**config.mk**
```make
export PLATFORM = sky130hd
export DESIGN_NAME = obs_mul163_seq
export DESIGN_NICKNAME = d
export VERILOG_FILES = /design/src/rtl/obs_mul163_seq.sv
export SDC_FILE = /design/constraint.sdc
export NUM_CORES = 2
export LEC_CHECK = 0
export CAP_MARGIN = 20
export CORE_AREA = 2 2 381 383
export DETAILED_ROUTE_END_ITERATION = 16
export DIE_AREA = 0 0 383 385
export GPL_TIMING_DRIVEN = 1
export PLACE_DENSITY = 0.75
export SLEW_MARGIN = 20
export SYNTH_ARGS = -nofsm -noshare
export SYNTH_HDL_FRONTEND = slang
export SYNTH_SLANG_ARGS = --single-unit
```
**constraint.sdc**
```tcl
create_clock -name clk -period 2.7 [get_ports clk]
set_clock_uncertainty 0.2 [all_clocks]
set_input_delay 0.405 -clock clk [delete_from_list [all_inputs] [get_ports clk]]
set_output_delay 0.405 -clock clk [all_outputs]
set_load 0.005 [all_outputs]
```
**src/rtl/obs_mul163_seq.sv**
```systemverilog
// obs_mul163_seq: 163-bit GF(2)[x] multiplier that runs an external 82-bit core three times with an odd/even Karatsuba split
module obs_mul163_seq #(
  parameter int N = 163,
  parameter int H = 82,
  parameter int CORE_LAT = 0
) (
  input  logic           clk,
  input  logic           rst_n,
  input  logic           in_valid,
  output logic           in_ready,
  input  logic [N-1:0]   a,
  input  logic [N-1:0]   b,
  output logic [H-1:0]   core_a,
  output logic [H-1:0]   core_b,
  input  logic [2*H-2:0] core_y,
  output logic           out_valid,
  input  logic           out_ready,
  output logic [2*N-2:0] y
);
  localparam logic [1:0] LAT = 2'(CORE_LAT > 3 ? 3 : CORE_LAT);
  typedef enum logic [2:0] {IDLE, EE, OO, MM, DONE} state_t;
  state_t r_state;
  logic [1:0] r_cnt;
  logic r_in_ready, r_out_valid;
  logic [2*N-2:0] r_y;
  logic [H-1:0] r_core_a, r_core_b;
  logic [H-1:0] r_ea, r_eb, r_oa, r_ob, r_ma, r_mb;
  logic [2*H-2:0] r_p1, r_p2;
  logic [H-1:0] w_ea, w_eb, w_oa, w_ob;
  logic [2*N-2:0] w_y;
  logic w_last;
  function automatic logic [2*N-2:0] spread(input logic [2*H-2:0] p);
    spread = '0;
    for (int i = 0; i < 2*H-1; i++) spread[2*i] = p[i];
  endfunction
  assign in_ready  = r_in_ready;
  assign out_valid = r_out_valid;
  assign y         = r_y;
  assign core_a    = r_core_a;
  assign core_b    = r_core_b;
  assign w_last    = r_cnt == LAT;
  // even/odd coefficient halves of the incoming operands; the odd half's top bit stays zero
  always_comb begin
    w_ea = '0;
    w_eb = '0;
    w_oa = '0;
    w_ob = '0;
    for (int i = 0; i < H; i++) begin
      w_ea[i] = a[2*i];
      w_eb[i] = b[2*i];
    end
    for (int i = 0; i < N/2; i++) begin
      w_oa[i] = a[2*i+1];
      w_ob[i] = b[2*i+1];
    end
  end
  // recombination: P3 is taken straight from the core on the final MM cycle
  always_comb w_y = spread(r_p1) ^ (spread(r_p1 ^ r_p2 ^ core_y) << 1) ^ (spread(r_p2) << 2);
  // sequencer: three core passes, each held LAT+1 cycles, then hold the product until taken
  always_ff @(posedge clk or negedge rst_n) begin
    if (!rst_n) begin
      r_state     <= IDLE;
      r_cnt       <= '0;
      r_in_ready  <= 1'b1;
      r_out_valid <= 1'b0;
      r_y         <= '0;
      r_core_a    <= '0;
      r_core_b    <= '0;
      r_ea        <= '0;
      r_eb        <= '0;
      r_oa        <= '0;
      r_ob        <= '0;
      r_ma        <= '0;
      r_mb        <= '0;
      r_p1        <= '0;
      r_p2        <= '0;
    end else begin
      case (r_state)
        IDLE: if (in_valid) begin
          r_ea       <= w_ea;
          r_eb       <= w_eb;
          r_oa       <= w_oa;
          r_ob       <= w_ob;
          r_ma       <= w_ea ^ w_oa;
          r_mb       <= w_eb ^ w_ob;
          r_core_a   <= w_ea;
          r_core_b   <= w_eb;
          r_cnt      <= '0;
          r_in_ready <= 1'b0;
          r_state    <= EE;
        end
        EE: begin
          r_cnt    <= w_last ? 2'd0 : r_cnt + 2'd1;
          r_core_a <= w_last ? r_oa : r_ea;
          r_core_b <= w_last ? r_ob : r_eb;
          if (w_last) begin
            r_p1    <= core_y;
            r_state <= OO;
          end
        end
        OO: begin
          r_cnt    <= w_last ? 2'd0 : r_cnt + 2'd1;
          r_core_a <= w_last ? r_ma : r_oa;
          r_core_b <= w_last ? r_mb : r_ob;
          if (w_last) begin
            r_p2    <= core_y;
            r_state <= MM;
          end
        end
        MM: begin
          r_cnt    <= w_last ? 2'd0 : r_cnt + 2'd1;
          r_core_a <= w_last ? '0 : r_ma;
          r_core_b <= w_last ? '0 : r_mb;
          if (w_last) begin
            r_y         <= w_y;
            r_out_valid <= 1'b1;
            r_state     <= DONE;
          end
        end
        DONE: if (out_ready) begin
          r_out_valid <= 1'b0;
          r_in_ready  <= 1'b1;
          r_state     <= IDLE;
        end
        default: r_state <= IDLE;
      endcase
    end
  end
endmodule
```
==> impl_metrics.csv <==
group,metric,value,unit
logic_synthesis,synthArstFlopShare,100,%
drt,first_pass_iters,8,
power,power.density,1290,nW/um^2
power,leakagePower,35.5,nW
timing,finalSetupViolCount,0,
logic_synthesis,yosysTopAreaCell,"dfrtp_1",
power,p_seq_share,37.0,%
logic_synthesis,synth.top_cell.area_share,54.0,%
clock_network,root_buffer,"clkbuf_16",
worst_setup_path,worstSetupPathType,"reg -> reg",
timing,finalHoldViolCount,0,
worst_setup_path,arrival,3.01,ns
worst_setup_path,setup.worst_path.start_class,"flop",
timing,setup_tns,0,ns
placement,hpwl,134,mm
logic_synthesis,synth-seq-cells,1309,
layout,drive_gt1_share,11.3,%
drt,via_per_inst,5.42,
logic_synthesis,synth_area_leaders,"dfrtp_1 (54%), nand2_1 (9.5%), xnor2_1 (7.0%)",
logic_synthesis,yosysWarnings,0,
grt,grt_usage,25.7,%
clock_network,cts_tree,"built",
logic_synthesis,synth.distinct_cells,38,
timing,setup_ws,0.111,ns
worst_setup_path,cp_cell_sequence,"inv_1 > ha_4 > buf_12 > buf_12 > mux2i_1 > nor2_1 > a2111oi_0 > a221oi_1",
logic_synthesis,postSynthCellCount,5925,
logic_synthesis,netlist_area,60700,sq um
logic_synthesis,synth_edf_count,0,
power,peakVddDrop,1.13,mV
timing,worst_pin_slew,1.02,ns
timing,maxSlewHeadroom,31.8,%
power,pwr-share-comb,43.2,%
job,maxCapViolCount,0,
grt,grt_pass1_vias,48916,
timing,fmax,386,MHz
grt,grt_pass1_wl,294,mm
power,p_int,63.8,mW
worst_setup_path,crit_top_cell,"buf_12",
worst_setup_path,slowest_stage,"a2111oi_0",
worst_setup_path,reg2reg_slack,0.11,ns
clock_network,numCtsBuffers,144,
drt,num_vias,48607,
clock_network,cts.sinks,1309,
die,initial_core_util,42.4,%
drt,routed_wl,194,mm
clock_network,clk_pin_slew,0.06,ns
grt,antenna_found_initial,45,
die,fp.dieH,385,um
timing,fin_crit,2.59,ns
timing,rsz0062_at_grt,"no",
layout,fillerInstances,11864,
placement,place.gp.congestion,0.878,
logic_synthesis,synthFlopType,"dfrtp_1",
clock_network,clk_latency,0.78,ns
logic_synthesis,synthesis.nets,6421,
clock_network,postCtsSetupBuffers,0,
die,die_x,383,um
worst_hold_path,min_path_type,"in -> reg",
timing,whs,0.0554,ns
clock_network,h-tree-depth,4,
grt,overflow,0,
layout,final_net_count,7438,
worst_setup_path,worstPathRequired,3.12,ns
drt,wl_per_cell,21.6,um
placement,io_buffers,983,
grt,grt_max_degree,241,
logic_synthesis,syn_area_per_cell,10.2,sq um
worst_setup_path,worst_setup_path_end_kind,"flop",
timing,finalMaxSlewViolations,0,
drt,drc,0,
power,switching_power,38.5,mW
die,num_rows,139,
clock_network,clockBufferDepth,3,
drt,ant_nets,0,
drt,drt_iter0_drc,3409,
worst_setup_path,cp_max_fo,36,
worst_setup_path,max_stage_delay,0.47,ns
logic_synthesis,seq_area_frac_synth,54.0,%
timing,min_period_over_period,95.9,%
outcome,outcome,"completed",
power,power_frac_clock,19.8,%
layout,final_util,55.5,%
layout,syn_to_final_growth,31.0,%
die,core_area,143000,sq um
power,switching_share,37.6,%
die,fp.dieArea,147000,sq um
placement,dp_slack,0.146,ns
die,ios,984,
-- sequential cells by signal, indices dropped and copies added, names as in the netlist --
| signal | flops |
|---|---|
| out_valid | 1 |
| r_cnt | 2 |
| y | 325 |
| r_p2 | 162 |
| r_ea | 82 |
| r_mb | 81 |
| r_ma | 81 |
| r_ob | 81 |
| r_eb | 82 |
| core_a | 82 |
| r_oa | 81 |
| in_ready | 1 |
| core_b | 82 |
| r_p1 | 163 |
| r_state | 3 |
-- logic make-up after synthesis --
| logic type | Yosys count | synth area share [%] |
|---|---|---|
| adders and majority gates | 3 | 0.0619 |
| DFF | 1309 | 54.0 |
| and+or+nand+nor | 1766 | 11.4 |
| AOI/OAI and AO/OA | 1135 | 11.6 |
| buffers and inverters | 515 | 3.75 |
| xor gates and xnor gates | 649 | 9.37 |
| muxes | 548 | 9.81 |
-- cells in the final DEF, fill, tap and decap left out, types with 163 or more instances in the layout --
master and count:
o21ai_1 299, o21ai_0 189, a21oi_1 200, xor2_1 163, mux2_2 372, mux2i_1 175
a221oi_1 164, dfrtp_1 1305, clkdlybuf4s50_1 981, nand2_1 1539, xnor2_1 486
-- cell usage after synthesis, types with 3 or more instances --
master        n
buf_6         3
buf_2       202
buf_4        18
ha_1          3
inv_1       107
mux2_2      372
o21ai_0     189
a22o_1       14
a21oi_1     201
buf_1        10
xnor2_1     486
nand2b_1    107
xor2_1      163
o31ai_1      47
a221oi_1    164
a2111oi_0   103
o21ai_1     299
o211ai_1     12
dfrtp_1    1308
o22ai_1     103
mux2i_1     175
clkbuf_1    175
nand2_1    1539
nor2_1      110
-- layout make-up --
type	count	area, sq um	area share (%)
diodes	19	47.5	0.0598
clock buffers	212	4140	5.21
clock inverters	43	734	0.924
inverters	107	402	0.505
multi-input cells	4101	25700	32.4
flip-flops and latches	1309	32800	41.2
well taps	1903	2380	3.00
repair buffers	1279	13300	16.7
-- final timing paths --
path | cells after the start | end | from
max | 8 | core_a[73] | r_cnt[0]
min | 3 | r_oa[77] | a[155]
max reg2reg | 8 | core_a[73] | r_cnt[0]
min reg2reg | 2 | r_eb[62] | r_eb[62]
max in group asynchronous | 3 | r_mb[55] | rst_n
min in group asynchronous | 2 | r_mb[64] | rst_n
-- worst max-delay path: cells and delay by family (launching register included) --
family	cells	cell delay [ns]
compound gates	2	0.58
mux	1	0.22
fa+ha+maj	1	0.22
buf+inv	3	0.66
flops	1	0.38
simple gates	1	0.05
-- metrics by stage --
stage               cell area (sq um)  cells  power [mW]
finish                          79500   8973         102
global route                    79400   8967         109
CTS                             79400   8954         103
detailed placement              73500   8594        81.7
global placement                73500   8594        80.0
floorplan                       60700   5925        62.0
-- per-layer routing --
| layer | vias up | wire length, um | part of all wire (%) | global-route usage (%) |
|---|---|---|---|---|
| li1 | 22070 | - | - | - |
| met1 | 24145 | 74800 | 39 | 31.2 |
| met2 | 1877 | 92800 | 48 | 42.2 |
| met3 | 459 | 16400 | 8.5 | 7.28 |
| met4 | 56 | 9430 | 4.9 | 12.5 |
| met5 | - | 366 | 0.19 | 0 |
-- power groups by stage --
stage	logic (mW)	clock network, mW	registers (mW)
finish	44.2	20.3	37.9
global route	48.4	21.5	38.9
CTS	44.4	20.6	37.7
detailed placement	43.9	0	37.9
global placement	42.6	0	37.4
floorplan	26.1	0	35.9
-- timing repair --
action / CTS / global route
gates resized for setup: 0 / 0
hold endpoints to repair: 1079 / 0
hold buffers: 105 / 0
endpoints found under the setup margin: 0 / 0
No activity file was read; power rests on OpenSTA's default activity.
